File: src/rtl/traffic_light_ctrl.sv
// T-junction traffic light sequencer: six-phase Moore FSM with a per-state dwell counter.
// Lamp outputs are a pure decode of the state register, so the counter never reaches them.
module traffic_light_ctrl #(
    parameter int unsigned T_MAIN  = 7,
    parameter int unsigned T_M2Y   = 2,
    parameter int unsigned T_TURN  = 5,
    parameter int unsigned T_TURNY = 2,
    parameter int unsigned T_SIDE  = 3,
    parameter int unsigned T_SIDEY = 2,
    parameter int unsigned CNT_W   = 4
) (
    input  logic       clk,
    input  logic       rst,
    output logic [2:0] light_M1,
    output logic [2:0] light_S,
    output logic [2:0] light_MT,
    output logic [2:0] light_M2
);

    localparam logic [2:0] RED    = 3'b100;
    localparam logic [2:0] YELLOW = 3'b010;
    localparam logic [2:0] GREEN  = 3'b001;

    typedef enum logic [2:0] {
        S1 = 3'd0,
        S2 = 3'd1,
        S3 = 3'd2,
        S4 = 3'd3,
        S5 = 3'd4,
        S6 = 3'd5
    } state_e;

    state_e             state_q, state_d;
    logic [CNT_W-1:0]   cnt_q, cnt_d;
    logic [CNT_W-1:0]   dwell_last;
    state_e             state_nxt;

    // State and dwell counter; reset lands in S1 with a cleared count.
    always_ff @(posedge clk or negedge rst) begin
        if (!rst) begin
            state_q <= S1;
            cnt_q   <= '0;
        end else begin
            state_q <= state_d;
            cnt_q   <= cnt_d;
        end
    end

    // Next state: advance when the count reaches the current state's last cycle.
    always_comb begin
        state_d    = state_q;
        cnt_d      = cnt_q + CNT_W'(1);
        dwell_last = '0;
        state_nxt  = S1;
        case (state_q)
            S1: begin dwell_last = CNT_W'(T_MAIN  - 1); state_nxt = S2; end
            S2: begin dwell_last = CNT_W'(T_M2Y   - 1); state_nxt = S3; end
            S3: begin dwell_last = CNT_W'(T_TURN  - 1); state_nxt = S4; end
            S4: begin dwell_last = CNT_W'(T_TURNY - 1); state_nxt = S5; end
            S5: begin dwell_last = CNT_W'(T_SIDE  - 1); state_nxt = S6; end
            S6: begin dwell_last = CNT_W'(T_SIDEY - 1); state_nxt = S1; end
            default: begin dwell_last = '0; state_nxt = S1; end
        endcase
        if (cnt_q == dwell_last) begin
            state_d = state_nxt;
            cnt_d   = '0;
        end
        // Unused encodings fall straight back to S1.
        if (state_q > S6) begin
            state_d = S1;
            cnt_d   = '0;
        end
    end

    // Lamp decode; anything not listed stays red.
    always_comb begin
        light_M1 = RED;
        light_M2 = RED;
        light_MT = RED;
        light_S  = RED;
        case (state_q)
            S1: begin light_M1 = GREEN;  light_M2 = GREEN;  end
            S2: begin light_M1 = GREEN;  light_M2 = YELLOW; end
            S3: begin light_M1 = GREEN;  light_MT = GREEN;  end
            S4: begin light_M1 = YELLOW; light_MT = YELLOW; end
            S5: begin light_S  = GREEN;  end
            S6: begin light_S  = YELLOW; end
            default: ;
        endcase
    end

endmodule

File: config.mk
export PLATFORM = sky130hd
export DESIGN_NAME = traffic_light_ctrl
export DESIGN_NICKNAME = d
export VERILOG_FILES = /design/src/rtl/traffic_light_ctrl.sv
export SDC_FILE = /design/constraint.sdc
export NUM_CORES = 1
export LEC_CHECK = 0
export CORE_MARGIN = 1
export CORE_UTILIZATION = 35
export DETAILED_ROUTE_END_ITERATION = 7
export GPL_ROUTABILITY_DRIVEN = 0
export HOLD_SLACK_MARGIN = 0.06
export REMOVE_ABC_BUFFERS = 1
export SLEW_MARGIN = 10
export SYNTH_ARGS = -nofsm -noshare
export SYNTH_HDL_FRONTEND = slang
export SYNTH_SLANG_ARGS = --single-unit
File: constraint.sdc
create_clock -name clk -period 2.9 [get_ports clk]
set_clock_uncertainty 0.15 [all_clocks]
set_input_delay 0.58 -clock clk [delete_from_list [all_inputs] [get_ports clk]]
set_output_delay 0.58 -clock clk [all_outputs]
set_load 0.05 [all_outputs]
; Yosys cells after proc, flatten, opt, wreduce, memory -nomap -nowiden
; Index checks and enable logic that the tools add are counted.
[word_totals]
output_inout_bits = 12
elab_cells = 24
in_bits = 2
regBits = 7
[classes]
n_eq_ne = 6
order_cmp = 1
muxes = 10
n_reduce_logical = 4
add_sub_neg = 1
[op_table]
columns = op, n
row1 = $pmux W3 S2, 4
row2 = $pmux W3 S5, 1
row3 = $pmux W3 S4, 1
row4 = $mux W4, 2
row5 = $eq A3 B2 Y1 const B, 2
row6 = $eq A3 B3 Y1 const B, 2
row7 = $mux W3, 2
row8 = $reduce_or A3 Y1, 2
row9 = $add A4 B1 Y4 const B, 1
row10 = $eq A4 B4 Y1, 1
row11 = $eq A3 B1 Y1 const B, 1
row12 = $gt A3 B3 Y1 const B, 1
row13 = $logic_not A3 Y1, 1
row14 = $reduce_bool A2 Y1, 1

; Longest topological paths before layout
; Gate-level depths: netlist (run 1).
[depth]
depth_word = 6
mapped_depth = 4
mapped_depth_nobuf = 4

; Worst setup path after synthesis (run 1)
; No wires, ideal clock.
[synth_timing]
path_type = flip-flop to output port
startpoint = reg state_q[2]
endpoint = out light_M1[1]
t_required_ps = 2170
slack_ps = 373
stages_incl_launch_ff = 4
t_arrival_ps = 1797
cell_sequence = dfrtp_1 buf_2 nand2b_1 nor2_1
[synth_between]
elab_chain_cells = 3
[synth_lines]
columns = element, line
row1 = from (decl), 33  ; state_e state_q, state_d;
row2 = from (signal assigned), 44  ; state_q <= state_d;
row3 = $eq A3 B2 Y1 (tied with other cells), 81  ; case (state_q)
row4 = $reduce_or A3 Y1 (no line), --
row5 = $pmux W3 S2 *, 81
row6 = to (decl), 14  ; output logic [2:0] light_M1,
; Every way passes the cells marked *; elsewhere a longest branch is shown, timed or not.

; Final worst setup path (run 1)
[layout_timing]
startpoint = reg state_q[2]
endpoint = out light_M2[0]
[layout_between]
elab_chain_cells = 2
[layout_lines]
columns = element, line
row1 = $eq A3 B1 Y1 or $logic_not A3 Y1 (tied branches), 81
row2 = $pmux W3 S2 *, 81
row3 = to (decl), 17  ; output logic [2:0] light_M2
; Marks and branches as above.

==> metrics, run 1 <==
status=finished clean; Critical R2R Launch=state_q[1]; origin of the worst setup path=state_q[2]; Synth top area share=0.345; DRT Pass-1 Iters=4; final clock period utilization by the worst path=0.958; GRT Total Usage=0.148; via count=443; Port Buffer Count=13; CP max stage delay=approximately 0.80 ns; clock sinks=7; nets=74; Fill cells=between 100 and 150; Via density=5.21; area delta synth->final=27.8%; Post-CTS Resized=0; number of flops mapped to enable cells by yosys=0; CP top delay family=buffers and inverters; Slew headroom=0.671; synth unique cells=27; grt ovf=0; Routed Antenna Nets=0; WP buf/inv=1; Worst Tran Pin Value=between 0.4 and 0.5 ns; DRC=0; first-pass GRT wire length=approximately 1500 um; final wirelength=1000 um; Tmin final=around 2.8 ns; max_cap viols=0; worst path cell trace=or2_2 -> nor2_1 -> clkdlybuf4s50_1; global route hottest layer=met2; yosys warns=0; mean post-synth cell area=8.61 sq um; Post-CTS Setup Inserts=0; CP endpoint kind=output pin; CTS tree=yes; Site Rows=13; CP Max Fanout=15; post-route non-filler standard cell count=85; fraction of final layout cells with drive strength greater than 1=0.0857; H-Tree Depth=1; Worst setup SP type=register; dominant cells by area after synthesis=dfrtp_1 34%, nor2_1 7.4%, a21oi_1 6.9%; DPL Wire Length=~700 um; pin count of the biggest net entering global routing=16; Mapped Area=roughly 510 sq um; met1 usage=0.198; CTS clk-pin slew, worst paths=0.05 ns; Placed Cells=about 80; Crit-path slowest cell=clkdlybuf4s50_1; Max Slew Vio Count=0; number of global-route vias before repair=about 330; post-synthesis sequential area ratio=0.345; die width=between 40 and 50 um; Top FF cell, synth=dfrtp_1; Syn Inst Count=59; number of hold violations in the final report=0; Cell Pwr Density=slightly below 300 nW/um^2; core box area=around 1300 sq um; P_leak=0.243 nW; CP Data Required Time=~2.2 ns; Clock Path Buffers=2; CTS Buf Count=3; WL/cell=approximately 12 um; post-synth top area cell=dfrtp_1; hold_buf cts=0; die height=~40 um; critical path class=reg -> out; Fmax=about 360 MHz; Die ar.=1610 sq um; M3 GR Usage=0.0667; WP data arrival=around 2 ns; initial DRC count=3; #FFs+latches synth=7; GR Util met2=0.206; initial core utilization=0.386; setup_tns=0 ns; final setup fails=0; initial antenna violation count=0; RSZ-0062 raised after global routing=false; worst skew pair latency=about 0.25 ns; Hold Path Class=in -> async; Ports=14; Worst VDD drop=between 0.3 and 0.4 mV; ys async rst share=1.00; Antenna Cells=0; clk root buf=clkbuf_4
==> report_power, final <==
| part | switching (mW) | leakage, nW | internal, mW | total, mW |
|---|---|---|---|---|
| clock | 0.0342 | 0.0150 | 0.0524 | 0.0866 |
| sequential | 0 | 0.0933 | 0.0979 | 0.0979 |
| combinational | 0.00178 | 0.134 | 0.00119 | 0.00297 |
==> layer usage <==
metal  vias up  wire, um  share of wire
met5         -         0              0
li1        231         -              -
met2        16       438           0.44
met3         2        72          0.072
met1       194       478           0.48
met4         0        13          0.013
==> cells in the mapped netlist, types with 2 or more instances <==
cell / count
xnor2_1: 2
inv_1: 3
o21ai_0: 2
o41ai_1: 2
nor2_1: 10
nand3_1: 2
a21oi_1: 7
o22ai_1: 2
clkbuf_1: 2
dfrtp_1: 7
buf_2: 3
nand2b_1: 2
==> sequential cells by signal, summed over array words and instances (netlist names) <==
name     flops
state_q      3
cnt_q        4
==> worst paths after layout <==
check / end / slack (ns) / depth (start not counted)
worst max-delay path: light_M2[0] / 0.12 / 3
worst max register to register: cnt_q[1] / 1.38 / 3
worst min-delay path: state_q[1] / 0.43 / 1
max in group asynchronous: cnt_q[2] / 1.93 / 1
worst min register to register: state_q[1] / 0.56 / 1
min in group clk: state_q[1] / 0.56 / 1
==> worst reg2reg max path: cells and delay by family (launching register included) <==
family             cells  cell delay, ns
DFF                    1            0.57
AOI/OAI and AO/OA      2            0.55
and+or+nand+nor        1            0.10
==> logic make-up after synthesis <==
| group | Yosys count | share of synthesized area |
|---|---|---|
| AOI/OAI and AO/OA | 16 | 0.200 |
| xor gates and xnor gates | 3 | 0.0517 |
| adders and majority gates | 1 | 0.0246 |
| buffers and inverters | 9 | 0.0887 |
| DFF | 7 | 0.345 |
| muxes | 1 | 0.0197 |
| and+or+nand+nor | 22 | 0.271 |
==> layout make-up <==
cell class              count  area, sq um  share of cell area
inverters                   3         11.3              0.0173
repair buffers             13          130               0.200
clock buffers               4         26.3              0.0405
well taps                  15         18.8              0.0289
multi-input cells          43          288               0.443
flip-flops and latches      7          175               0.270
==> metrics by stage <==
stage	worst slack, ns	hold WS, ns	util	total power, mW	instance area [sq um]
after global routing	0.00176	0.448	0.493	0.198	649
after CTS	0.121	0.442	0.493	0.193	649
after floorplan	0.0589	0.134	-	0.0995	474
after global placement	0.406	0.544	0.473	0.103	623
final	0.122	0.435	0.493	0.188	649
after detailed placement	0.402	0.548	0.473	0.103	623
==> layout by cell type, fill, tap and decap left out, types with 2 or more instances in the layout <==
| cell type | Yosys | layout |
|---|---|---|
| clkbuf_4 | 0 | 3 |
| o21ai_0 | 2 | 2 |
| xnor2_1 | 2 | 2 |
| o22ai_1 | 2 | 2 |
| nand2b_1 | 2 | 2 |
| dfrtp_1 | 7 | 7 |
| clkdlybuf4s50_1 | 0 | 13 |
| o41ai_1 | 2 | 2 |
| nand3_1 | 2 | 2 |
| inv_1 | 3 | 3 |
| a21oi_1 | 7 | 7 |
| nor2_1 | 10 | 10 |
Power figures use the tool's default switching activity.
==> inputs of run 2 (changes only) <==
--- a/config.mk
+++ b/config.mk
@@ -11,6 +11,7 @@
 export GPL_ROUTABILITY_DRIVEN = 0
 export HOLD_SLACK_MARGIN = 0.06
 export REMOVE_ABC_BUFFERS = 1
+export SETUP_SLACK_MARGIN = 0.5
 export SLEW_MARGIN = 10
 export SYNTH_ARGS = -nofsm -noshare
 export SYNTH_HDL_FRONTEND = slang
==> metrics, run 2 (synthesis gave the netlist of run 1 again) <==
status=finished clean; Fill cells=129 (+1.6%); Net Switching=36.0 uW (about the same); via count=447 (+0.90%); WP buf/inv=1 (unchanged); Worst setup SP type=register; RSZ-0062 raised after global routing=false; post-route setup slack=0.631 ns (+0.509 ns); Gate power share=0.016 (about the same); Crit-path slowest cell=dfrtp_2; core box area=1320 sq um (unchanged); Routed Antenna Nets=0 (unchanged); CP Max Fanout=15 (unchanged); commonest non-fill, non-tap cells in the layout=10 x nor2_1, 7 x a21oi_1, 5 x dfrtp_1, 4 x clkbuf_2, 4 x dlygate4sd2_1; WL/cell=12.2 um (+3.4%); WP data arrival=1.54 ns (-0.51 ns); die height=40.1 um (unchanged); initial core utilization=0.386 (unchanged); DRC=0 (unchanged); number of flip-flops in the largest register=4 (unchanged); Int Pwr=151 uW (about the same); final clock period utilization by the worst path=0.783 (-0.175); first-pass GRT wire length=1550 um (+1.8%); area of the multi-input gates=288 sq um (unchanged); grt ovf=0 (unchanged); most common cell after layout, fill and taps aside=nor2_1; Worst Tran Pin Value=0.488 ns (-0.00494 ns); fraction of final layout cells with drive strength greater than 1=0.229 (+0.143); post-route non-filler standard cell count=85 (unchanged); Placed Cells=81 (unchanged); Clock Path Buffers=2 (unchanged); Biggest register=cnt_q; critical path class=reg -> out; setup_tns=0 ns (unchanged); Clock power frac=0.462 (about the same); Max Slew Vio Count=0 (unchanged); Sequential Power Share=0.522 (about the same); nets=74 (unchanged); worst slack, placed=0.402 ns (unchanged); Via density=5.26 (+0.90%); met1 WL=480 um (+0.42%); hold_buf cts=0 (unchanged); Post-CTS Resized=21 (+21); worst path cell trace=or2_2 -> nor2_1 -> clkdlybuf4s18_2; max_cap viols=0 (unchanged); met2 routed WL=461 um (+5.3%); die width=40.1 um (unchanged); biggest regs=cnt_q (4), state_q (3); Post-CTS Setup Inserts=0 (unchanged); DPL Wire Length=702 um (unchanged); Antenna Cells=0 (unchanged); DRT Pass-1 Iters=3 (-1); H-Tree Depth=1 (unchanged); CP endpoint kind=output pin; Hold Path Class=in -> async; Site Rows=13 (unchanged); area delta synth->final=24.1%; Tmin final=2.27 ns (-0.509 ns); worst skew pair latency=0.25 ns (about the same); Sw Share=0.192 (about the same); Slew headroom=0.676 (+0.00561); Worst VDD drop=0.311 mV (+0.54%); final wirelength=1040 um (+3.4%); clk root buf=clkbuf_4; CTS Buf Count=3 (unchanged); CP top delay family=flip-flops; GRT Total Usage=0.150 (+0.00232); total chip power=187 uW (about the same); initial DRC count=3 (unchanged); FF/Latch Area=178 sq um (+1.4%); top layer in use=met4; Die ar.=1610 sq um (unchanged); CP Data Required Time=2.17 ns (about the same); initial antenna violation count=0 (unchanged); number of hold violations in the final report=0 (unchanged); P_leak=0.250 nW (+3.0%); clock sinks=7 (unchanged); Cell Pwr Density=297 nW/um^2 (+3.0%); CP max stage delay=0.49 ns (-0.31 ns); number of global-route vias before repair=342 (+2.7%); Fmax=441 MHz (+22%); CTS clk-pin slew, worst paths=0.05 ns (about the same); CTS tree=yes; pin count of the biggest net entering global routing=16 (unchanged); final setup fails=0 (unchanged); met3 WL=82 um (+14%); Port Buffer Count=13 (unchanged); Ports=14 (unchanged)
## run 2: worst register-to-register path: cells and delay by family (launching register included)
kind	cells	cell delay [ns]
compound gates	2	0.70
flops	1	0.51
## run 2: cell type report
| cell class | instances | share of cell area |
|---|---|---|
| multi-input combinational | 43 | 0.456 |
| timing repair buffer | 13 | 0.173 |
| inverter | 3 | 0.0179 |
| sequential | 7 | 0.282 |
| clock buffer | 4 | 0.0417 |
| tap | 15 | 0.0298 |
## run 2: metrics by stage
stage | instance area, sq um | hold WS [ns] | utilization
after floorplan | 474 | 0.134 | -
after global placement | 623 | 0.544 | 0.473
after detailed placement | 623 | 0.548 | 0.473
after CTS | 646 | 0.442 | 0.490
after global routing | 631 | 0.448 | 0.479
final | 631 | 0.432 | 0.479
## run 2: per-layer routing
metal	GRT usage	vias up
li1	-	230
met1	0.198	199
met2	0.214	16
met3	0.0667	2
met4	0.0517	0
met5	0	-
## run 2: final timing paths
| check | start | end | slack, ns | cells after the start |
|---|---|---|---|---|
| max | state_q[2] | light_M2[1] | 0.63 | 3 |
| min in group clk | state_q[2] | state_q[1] | 0.45 | 1 |
| min reg2reg | state_q[2] | state_q[1] | 0.45 | 1 |
| min | rst | state_q[0] | 0.43 | 1 |
| max in group asynchronous | rst | state_q[1] | 1.92 | 1 |
| max reg2reg | state_q[0] | cnt_q[1] | 1.39 | 2 |
## run 2: power groups by stage
stage | clock network, mW | logic [mW] | registers, mW
4_1_cts | 0.0919 | 0.00321 | 0.0978
5_1_grt | 0.0969 | 0.00345 | 0.0977
3_5_place_dp | 0 | 0.00318 | 0.0995
2_1_floorplan | 0 | 0.0000000857 | 0.0995
3_3_place_gp | 0 | 0.00312 | 0.0995
6_report | 0.0866 | 0.00293 | 0.0979
==> edit: new RTL, config.mk and constraints of run 2 <==
Put a register stage on the output `light_M1`. The value now appears one clock later. The other outputs are not delayed to match.
--- a/src/rtl/traffic_light_ctrl.sv
+++ b/src/rtl/traffic_light_ctrl.sv
@@ -29,6 +29,8 @@
         S5 = 3'd4,
         S6 = 3'd5
     } state_e;
+
+    logic [2:0] light_M1_d;
 
     state_e             state_q, state_d;
     logic [CNT_W-1:0]   cnt_q, cnt_d;
@@ -74,20 +76,24 @@
 
     // Lamp decode; anything not listed stays red.
     always_comb begin
-        light_M1 = RED;
+        light_M1_d = RED;
         light_M2 = RED;
         light_MT = RED;
         light_S  = RED;
         case (state_q)
-            S1: begin light_M1 = GREEN;  light_M2 = GREEN;  end
-            S2: begin light_M1 = GREEN;  light_M2 = YELLOW; end
-            S3: begin light_M1 = GREEN;  light_MT = GREEN;  end
-            S4: begin light_M1 = YELLOW; light_MT = YELLOW; end
+            S1: begin light_M1_d = GREEN;  light_M2 = GREEN;  end
+            S2: begin light_M1_d = GREEN;  light_M2 = YELLOW; end
+            S3: begin light_M1_d = GREEN;  light_MT = GREEN;  end
+            S4: begin light_M1_d = YELLOW; light_MT = YELLOW; end
             S5: begin light_S  = GREEN;  end
             S6: begin light_S  = YELLOW; end
             default: ;
         endcase
     end
 
+    always_ff @(posedge clk) begin
+        light_M1 <= light_M1_d;
+    end
+
 endmodule
 
Behaviour: no difference found for any inputs over 10 cycles, from zero or initial values and one cycle with rst low; that may be too few to reach the edited logic, so the function may still have changed.
==> edit against run 2 <==
- fmax fell by 1.1%
- non-clock buffer count is 1 higher
- power rose by 41%
- clock power is 42% higher
- area after synthesis grew 4.7%
- cell area up 3.6%
- sequential power up 42%
- wire length shrank 13%
- worst setup slack lost 0.025 ns
- sequential cell count increased by 3
- highest routed layer is now met3
==> edit: results (changes against run 2) <==
| Metric | Value |
|---|---|
| Status | finished clean (unchanged) |
| Regs by FF count | cnt_q (4), light_M1 (3), state_q (3) (was cnt_q (4), state_q (3)) |
| Synth area leaders | dfrtp_1, dfxtp_1, xor2_1, nor2_1, o311a_1 (was dfrtp_1, nor2_1, a21oi_1, nand4bb_4, o41ai_1) |
| R2R depth | 5 (was 2) |
| Post-Place Cells | 75 (was 81) |
| Post-synthesis adder-cell area fraction | 2.35% (was 2.46%) |
| Synth Area in Compound Gates | 18.4% (was 20.0%) |
| Flop-to-flop setup slack | 1.01 ns (was 1.39 ns) |
| Drt total wl | 901 µm (was 1040 µm) |
| Drt pass-1 iters | 2 (was 3) |
| Most frequent cells after synthesis | dfrtp_1, nor2_1, xor2_1 (was nor2_1, a21oi_1, dfrtp_1) |
| Leak pwr | 0.309 nW (was 0.250 nW) |
| Layout Nets | 68 (was 74) |
| Netlist cell types | 26 (was 27) |
| GRT Resource Usage Total | 14.1% (was 15.0%) |
| Mux contribution to synthesized area | 1.88% (was 1.97%) |
| WP data arrival | 1.56 ns (was 1.54 ns) |
| Share of the yosys chip area belonging to registers | 44.2% (was 34.5%) |
| Layout cells sized above 1 | 23.4% (was 22.9%) |
| Largest net degree at the start of global routing | 13 (was 16) |
| Global-route wire length before repair | 1440 µm (was 1550 µm) |
| Tightest Pin Transition | 0.597 ns (was 0.488 ns) |
| Sw Ratio | 18.4% (was 19.2%) |
| Crit path max fanout | 8 (was 15) |
| Vias | 407 (was 447) |
| Vias per cell | 5.15 (was 5.26) |
| Reg2Reg Capture Point | cnt_q[2] (was cnt_q[1]) |
| DRT iter0 DRCs | 5 (was 3) |
| Vias in the first global route | 347 (was 342) |
| Placed Instance Area | 644 µm² (was 623 µm²) |
| DP Worst Slack | 0.465 ns (was 0.402 ns) |
| CTS clk-pin slew, worst paths | 0.06 ns |
| Post-synthesis async set-or-reset flop share | 70.0% (was 100%) |
-- edit: cell count changes after synthesis, moves of 2 or more --
cell / run 2 / this run
a21oi_1: 7 / 3
buf_2: 3 / 0
dfxtp_1: 0 / 3
nor2_1: 10 / 7
xor2_1: 1 / 4
buf_4: 0 / 2
o22ai_1: 2 / 0
o311a_1: 0 / 2
o41ai_1: 2 / 0
-- edit: final cells by class --
cell class,count,area share (%)
clock buffer,4,5.56
inverter,2,1.15
multi-input combinational,34,37.5
sequential,10,36.0
tap,15,2.87
timing repair buffer,14,16.9
-- edit: stage by stage --
| stage | util, % | power [mW] | hold WS (ns) |
|---|---|---|---|
| after floorplan | - | 0.142 | 0.134 |
| after global placement | 47.7 | 0.145 | 0.422 |
| after detailed placement | 47.7 | 0.145 | 0.429 |
| after CTS | 49.9 | 0.271 | 0.415 |
| after global routing | 48.4 | 0.278 | 0.423 |
| final | 48.4 | 0.265 | 0.412 |
-- edit: power groups by stage --
| stage | clock, mW | sequential [mW] | combinational (mW) |
|---|---|---|---|
| 2_1_floorplan | 0 | 0.142 | 0.000000110 |
| 3_3_place_gp | 0 | 0.142 | 0.00312 |
| 3_5_place_dp | 0 | 0.142 | 0.00309 |
| 4_1_cts | 0.129 | 0.139 | 0.00309 |
| 5_1_grt | 0.136 | 0.139 | 0.00334 |
| 6_report | 0.123 | 0.139 | 0.00292 |
-- edit: worst max path at each step --
stage                from           to  slack (ns)  cells after the start
2_1_floorplan  state_q[2]  light_MT[1]        0.45                      2
3_3_place_gp   state_q[2]  light_M2[1]        0.49                      3
3_5_place_dp   state_q[2]  light_M2[0]        0.46                      3
4_1_cts        state_q[2]  light_M2[0]        0.45                      3
5_1_grt        state_q[1]   light_S[2]        0.51                      3
6_report       state_q[1]   light_S[2]        0.61                      3
-- edit: cell families (layout without fill, tap and decap cells) --
logic type | after synthesis | count (layout)
XOR/XNOR | 5 | 5
multiplexers | 1 | 1
adder cells (fa/ha/maj) | 1 | 1
buffers and inverters | 7 | 20
AND/OR/NAND/NOR | 16 | 16
AO/OA/AOI/OAI | 11 | 11
flip-flops | 10 | 10
-- edit: routing by layer --
metal  vias to the layer above  GRT usage (%)  wire length (µm)
met4                         0           7.50                 0
met1                       191           17.3               444
met2                        10           19.1               411
met3                         0           8.15                45
met5                         -              0                 0
li1                        206              -                 -
-- edit: what timing repair did --
item                                    CTS  global route
cloned                                    0             0
resized for setup                        12             9
setup buffers                             0             0
endpoints found under the setup margin    9             5
-- edit: critical path, stage by stage (launching register included) --
cell           delay [ns]
dfrtp_1              0.48
inv_1                0.13
nand2_1              0.14
dlygate4sd2_1        0.54
